===== src/rtl/multi_phase_signal_ctrl.sv =====
// ============================================================================
// multi_phase_signal_ctrl : round-robin N-approach signal controller
// Option macro SIG_MAXGREEN_EN enables max-green forced exit. Rev 1.0
// ============================================================================
`default_nettype none

module multi_phase_signal_ctrl #(
    parameter int N_PHASE     = 4,
    parameter int CNT_W       = 8,
    parameter int T_MIN_GREEN = 8,
    parameter int T_MAX_GREEN = 32,
    parameter int T_YELLOW    = 3,
    parameter int T_ALL_RED   = 2,
    localparam int PID_W      = (N_PHASE > 1) ? $clog2(N_PHASE) : 1
) (
    input  logic                   clk,
    input  logic                   rst,
    input  logic [N_PHASE-1:0]     req,
    output logic [2*N_PHASE-1:0]   lamp,
    output logic [PID_W-1:0]       phase_id,
    output logic                   green_start
);

    typedef enum logic [1:0] {
        GREEN   = 2'd0,
        YELLOW  = 2'd1,
        ALL_RED = 2'd2
    } state_t;

    localparam logic [CNT_W-1:0] C_MIN_LAST = CNT_W'(T_MIN_GREEN - 1);
    localparam logic [CNT_W-1:0] C_MAX_LAST = CNT_W'(T_MAX_GREEN - 1);
    localparam logic [CNT_W-1:0] C_Y_LAST   = CNT_W'(T_YELLOW - 1);
    localparam logic [CNT_W-1:0] C_AR_LAST  = CNT_W'(T_ALL_RED - 1);
`ifdef SIG_MAXGREEN_EN
    localparam bit C_MAXG_EN = 1'b1;
`else
    localparam bit C_MAXG_EN = 1'b0;
`endif

    state_t              r_state, w_state_n;
    logic [CNT_W-1:0]    r_cnt, w_cnt_n;
    logic [PID_W-1:0]    r_cur, w_cur_n;
    logic [PID_W-1:0]    r_nxt, w_nxt_n;
    logic [PID_W-1:0]    w_search;
    logic [N_PHASE-1:0]  r_pend, w_pend_n;
    logic [N_PHASE-1:0]  w_cur_oh;
    logic                r_gs, w_gs_n;
    logic                w_other;
    logic                w_min_ok;
    logic                w_maxg;

    // First pending index after c, wrapping; c itself is checked last.
    function automatic logic [PID_W-1:0] rr_search(
        input logic [N_PHASE-1:0] p,
        input logic [PID_W-1:0]   c
    );
        logic [PID_W-1:0] sel;
        logic [PID_W-1:0] pos;
        logic             found;
        int               idx;
        sel   = c;
        found = 1'b0;
        for (int k = 1; k <= N_PHASE; k++) begin
            idx = (int'(c) + k) % N_PHASE;
            pos = PID_W'(idx);
            if (!found && p[pos]) begin
                sel   = pos;
                found = 1'b1;
            end
        end
        return sel;
    endfunction

    assign w_cur_oh = N_PHASE'(1) << r_cur;
    assign w_other  = |(r_pend & ~w_cur_oh);
    assign w_min_ok = (r_cnt >= C_MIN_LAST);
    assign w_maxg   = C_MAXG_EN && (r_cnt >= C_MAX_LAST);
    assign w_search = rr_search(r_pend, r_cur);

    always_ff @(posedge clk) begin
        if (rst) begin
            r_state <= GREEN;
            r_cnt   <= '0;
            r_cur   <= '0;
            r_nxt   <= '0;
            r_pend  <= '0;
            r_gs    <= 1'b0;
        end else begin
            r_state <= w_state_n;
            r_cnt   <= w_cnt_n;
            r_cur   <= w_cur_n;
            r_nxt   <= w_nxt_n;
            r_pend  <= w_pend_n;
            r_gs    <= w_gs_n;
        end
    end

    always_comb begin
        w_state_n = r_state;
        w_cnt_n   = (&r_cnt) ? r_cnt : r_cnt + 1'b1;
        w_cur_n   = r_cur;
        w_nxt_n   = r_nxt;
        w_gs_n    = 1'b0;
        w_pend_n  = r_pend | req;
        case (r_state)
            GREEN: begin
                // The served phase never queues itself while it is green.
                w_pend_n[r_cur] = 1'b0;
                if (w_min_ok && w_other && (!req[r_cur] || w_maxg)) begin
                    w_state_n = YELLOW;
                    w_cnt_n   = '0;
                    w_nxt_n   = w_search;
                end
            end
            YELLOW: begin
                if (r_cnt == C_Y_LAST) begin
                    w_state_n = ALL_RED;
                    w_cnt_n   = '0;
                end
            end
            ALL_RED: begin
                if (r_cnt == C_AR_LAST) begin
                    w_state_n       = GREEN;
                    w_cnt_n         = '0;
                    w_cur_n         = r_nxt;
                    w_gs_n          = 1'b1;
                    w_pend_n[r_nxt] = 1'b0;
                end
            end
            default: begin
                w_state_n = GREEN;
                w_cnt_n   = '0;
            end
        endcase
    end

    generate
        for (genvar i = 0; i < N_PHASE; i++) begin : g_lamp
            assign lamp[2*i +: 2] = (r_cur != PID_W'(i)) ? 2'd0 :
                                    (r_state == GREEN)   ? 2'd2 :
                                    (r_state == YELLOW)  ? 2'd1 : 2'd0;
        end
    endgenerate

    assign phase_id    = r_cur;
    assign green_start = r_gs;

endmodule

`default_nettype wire


===== config.mk =====
export PLATFORM = sky130hd
export DESIGN_NAME = multi_phase_signal_ctrl
export DESIGN_NICKNAME = d
export VERILOG_FILES = /design/src/rtl/multi_phase_signal_ctrl.sv
export SDC_FILE = /design/constraint.sdc
export NUM_CORES = 1
export LEC_CHECK = 0
export ABC_AREA = 1
export ABC_CLOCK_PERIOD_IN_PS = 4200
export BUFFER_PORTS_ARGS = -buffer_cell sky130_fd_sc_hd__buf_2
export CORE_ASPECT_RATIO = 2
export CORE_UTILIZATION = 44
export DETAILED_ROUTE_END_ITERATION = 8
export SYNTH_ARGS = -nofsm -noshare
export SYNTH_HDL_FRONTEND = slang
export SYNTH_SLANG_ARGS = --single-unit

===== constraint.sdc =====
create_clock -name clk -period 4.2 [get_ports clk]
set_input_delay 0.42 -clock clk [delete_from_list [all_inputs] [get_ports clk]]
set_output_delay 0.42 -clock clk [all_outputs]
set_load 0.1 [all_outputs]

* Word level (Yosys, flattened, before mapping)
Cells that the tools add are included.
** Storage, ports and cells
- Register bits :: 19
- Output and inout port bits :: 11
** Cells by class
- Add/subtract/negate cells :: 5
- Order comparisons :: 9
- Equal/unequal tests :: 10
- Shift-type cells :: 1
- Multiplexer cells :: 39
- Bitwise gates (word level) :: 8
- Reductions and logical operators :: 19
** Operators by type and width (count)
- $mux W8 :: 4
- $mux W2 :: 12
- $pmux W8 S3 :: 1
- $lt A2 B3 Y1 const B :: 6
- $and A4 B4 Y4 :: 3
- $mux W1 :: 12
- $not A4 Y4 :: 3
- $bmux W1 S2 :: 5
- $ne A2 B2 Y1 const B :: 5
- $add A8 B1 Y8 const B :: 1
- $eq A8 B1 Y1 const B :: 1
- $eq A8 B2 Y1 const B :: 1
- $ge A8 B3 Y1 const B :: 1
- $pmux W4 S2 :: 1
- $reduce_and A8 Y1 :: 1
- $logic_and A1 B1 Y1 :: 7
- $pmux W2 S3 :: 1
- $add A2 B1 Y2 const B :: 2
- $add A2 B2 Y2 const B :: 2
- $demux W1 S2 :: 2
- $ge A2 B1 Y1 const B :: 2
- $logic_not A1 Y1 :: 4
- $mux W4 :: 1
- $or A4 B4 Y4 :: 1
- other kinds (11) :: 12

* Depth between registers and ports, before layout
- Depth in word-level cells :: 13
- Mapped depth :: 12
- Gate-level depth less buffers :: 12

* Worst setup path after synthesis
Ideal clock, no wire load.
- Kind :: register to output
- Start :: register r_cur[1], in the netlist phase_id[1]
- End :: output port lamp[7]
- Arrival time :: 2.688 ns
- Data required time :: 3.780 ns
- Path slack :: 1.092 ns
- Stages on the path, launching flop included :: 4
- Cells stage by stage :: dfxtp_1 ha_1 inv_1 nor2_1
** On the way
- Cells in the longest elaborated chain, start to end :: 2
** RTL lines
- from (decl) :: line 42 : logic [PID_W-1:0] r_cur, w_cur_n;
- from (signal assigned) :: line 91 : r_cur <= w_cur_n;
- $ne A2 B2 Y1 :: line 139 : assign lamp[2*i +: 2] = (r_cur != PID_W'(i)) ? 2'd0 :
- $mux W2 :: line 139
- to (decl) :: line 19 : output logic [2*N_PHASE-1:0] lamp,
Every way passes these cells.

* Worst setup path in the final report
- Start :: register r_cur[0], in the netlist phase_id[0]
- End :: output port lamp[3]
** On the way
- Cells in the longest elaborated chain, start to end :: 2
** RTL lines (line)
- $ne A2 B1 Y1 :: 139
- $mux W2 :: 139
Every way passes these cells.

==> impl_metrics.yaml <==
global_route:
  grt_pass1_vias: 1203
  grt_pass1_wl_um: 4860
  grt-ovfl-total: 0
  antenna_found_initial: 0
  grt_use_total_pct: 22.4
  grt_start_max_net_pins: 16
final_layout:
  fillers: 296
  seq_area_um2: 380
  drive_gt1_share_pct: 20.9
  multi_input_area_um2: 733
  antenna_cells: 0
  nNetsFinal: 225
  area_growth_pct: 11.6
routing:
  wire_per_inst_um: 12.8
  first_pass_iters: 4
  vias_per_cell: 5.15
  drc: 0
  wl_um: 3080
  num_vias: 1236
  final_antenna_net_count: 0
  first_iter_violations: 28
yosys:
  avgSynthCellArea_um2: 6.57
  ys_ff_latch: 19
  yosysSeqAreaShare_pct: 30.0
  syn_inst: 193
  synth.area.top_cells: "dfxtp_1, inv_1, nor2_1, nand2_1, ha_1"
  synth.largest_area_cell: "dfxtp_1"
  mappedNetlistArea_um2: 1270
  yosysWarnings: 0
  ys_types: 26
  syn_nets: 206
  synth_top_area_share_pct: 30.0
timing:
  period_needed_ns: 2.35
  clock_skew_ns: 0.000807
  max_freq_ghz: 0.426
  rsz0062_at_grt: "no"
  setup_viol_count_final: 0
  hold_viol_final: 0
  whs_ns: 0.457
  slew_violations: 0
  relSlewSlack_pct: 60.3
  period_share_pct: 55.9
  finalSetupTns_ns: 0
  tightest_slew_ns: 0.595
clocking:
  tritoncts: "yes"
  clockBufferDepth: 2
  cts_buffers: 3
  clk_pin_slew_ns: 0.07
  h-tree-depth: 1
  cts.sinks: 19
  post_cts_buffers: 0
  cts_root_buffer: "clkbuf_8"
  cts_resized: 0
  clock_latency_ns: 0.25
  cts_hold_buf: 0
worst_setup_path:
  worst_setup_path_start_kind: "register"
  worstPathBufferInverterCount: 2
  critPathKind: "register to output pin"
  cp_max_fo: 15
  crit_slowest_cell: "dfxtp_1"
  max_stage_delay_ns: 0.70
  cp_data_arrival_time_ns: 1.93
  cp_top_family: "flip-flops"
  cp_data_required_time_ns: 3.78
  crit_path_end_kind: "output pin"
  path_cells: "ha_1 -> inv_1 -> nor2_1 -> buf_2"
floorplanning:
  die_x_um: 40.0
  ios: 17
  fp.coreArea_um2: 2740
  start_util_pct: 46.3
  rows: 27
  fp.dieArea_um2: 3110
  die_h_um: 77.9
power:
  sequentialPowerShare_pct: 52.7
  power_density_nw_per_um2: 256
  finalPower_mw: 0.363
  internal-power_mw: 0.268
  p_leak_nw: 0.697
  clockPowerShare_pct: 34.4
  swShare_pct: 26.2
  combPwrFrac_pct: 12.9
  power.switching_mw: 0.0949
  peakVddDrop_uv: 234
outcome:
  status: "finished, final reports clean"
place:
  hpwl_um: 2550
  gp_congestion: 0.772
  port_buffers: 16
hold_path:
  hp-class: "input port to register"
run:
  maxCapViolations: 0
synthesized netlist by cell type:
library cell	count
nor2_1	32
xnor2_1	1
ha_1	7
o21ai_1	7
xor2_1	3
a211oi_1	2
nand3_2	5
dfxtp_1	19
o211ai_1	1
nor3_1	1
a21oi_2	1
inv_2	4
nand2_4	1
a211o_1	1
buf_6	1
inv_1	33
o22ai_1	1
a21oi_1	4
nor2_2	6
nand3_1	10
nand2_1	31
o21ai_0	12
o21ai_2	1
clkbuf_1	1
nand2_2	6
nand4_1	2
area by class of cell:
cell class | instances | share of cell area (%)
Clock buffer | 3 | 2.92
Multi-Input combinational cell | 135 | 51.8
Tap cell | 29 | 2.56
Clock inverter | 1 | 0.354
Inverter | 37 | 9.81
Timing Repair Buffer | 16 | 5.66
Sequential cell | 19 | 26.9
worst paths after layout:
path | startpoint | endpoint | slack [ns] | cells past startpoint
worst min-delay path | rst | r_nxt[1] | 0.46 | 2
worst max register to register | phase_id[0] | r_nxt[1] | 2.06 | 11
worst max-delay path | phase_id[0] | lamp[3] | 1.85 | 4
worst min register to register | r_state[0] | r_state[1] | 0.55 | 2
cells by family after synthesis:
kind of cell / Yosys count / share of synthesized area [%]
buffers and inverters: 39 / 12.1
DFF: 19 / 30.0
xor gates and xnor gates: 4 / 2.76
AOI/OAI and AO/OA: 30 / 13.4
adders and majority gates: 7 / 6.91
and+or+nand+nor: 94 / 34.7
per-layer routing:
layer | track usage, % | up-vias | wire length (um)
met5 | 0 | - | 0
met3 | 1.71 | 6 | 64
met2 | 46.9 | 27 | 1900
li1 | - | 637 | -
met4 | 8.62 | 0 | 59
met1 | 17.0 | 566 | 1050
cell usage in the layout (no fill, tap or decap):
cell type	n
nand4_1	2
nand2_2	6
ha_1	7
nor2_1	32
nand2_1	31
clkinv_2	1
o22ai_1	1
clkbuf_8	3
inv_1	33
a211o_1	1
xnor2_1	1
inv_2	4
o21ai_0	12
nor2_2	6
xor2_1	3
o21ai_2	1
nand3_2	5
nand3_1	10
o211ai_1	1
nor3_1	1
a211oi_1	2
nand2_4	1
buf_2	16
dfxtp_1	19
o21ai_1	7
a21oi_1	4
a21oi_2	1
worst reg2reg max path, delay by kind of cell (launching register included):
family / cells / cell delay (ns)
DFF: 1 / 0.70
and+or+nand+nor: 7 / 0.53
adders and majority gates: 1 / 0.40
buffers and inverters: 2 / 0.33
AOI/OAI and AO/OA: 1 / 0.12
metrics by stage:
stage | util (%) | std cells | worst slack (ns) | instance area (um^2)
2_1_floorplan | - | 193 | 1.09 | 1270
3_3_place_gp | 50.0 | 236 | 2.17 | 1370
3_5_place_dp | 50.0 | 236 | 2.10 | 1370
4_1_cts | 51.7 | 240 | 1.89 | 1420
5_1_grt | 51.7 | 240 | 1.77 | 1420
6_report | 51.7 | 240 | 1.85 | 1420
registers in the layout (all words and copies together) (netlist names):
name / flops
r_pend: 4
green_start: 1
r_state: 2
phase_id: 2
r_nxt: 2
r_cnt: 8
power groups by stage:
stage | sequential (mW) | clock [mW] | combinational (mW)
after floorplan | 0.194 | 0 | 0.0355
after global placement | 0.195 | 0 | 0.0448
after detailed placement | 0.195 | 0 | 0.0463
after CTS | 0.191 | 0.132 | 0.0465
after global routing | 0.192 | 0.144 | 0.0533
final | 0.191 | 0.125 | 0.0467
Power figures use the tool's default switching activity.
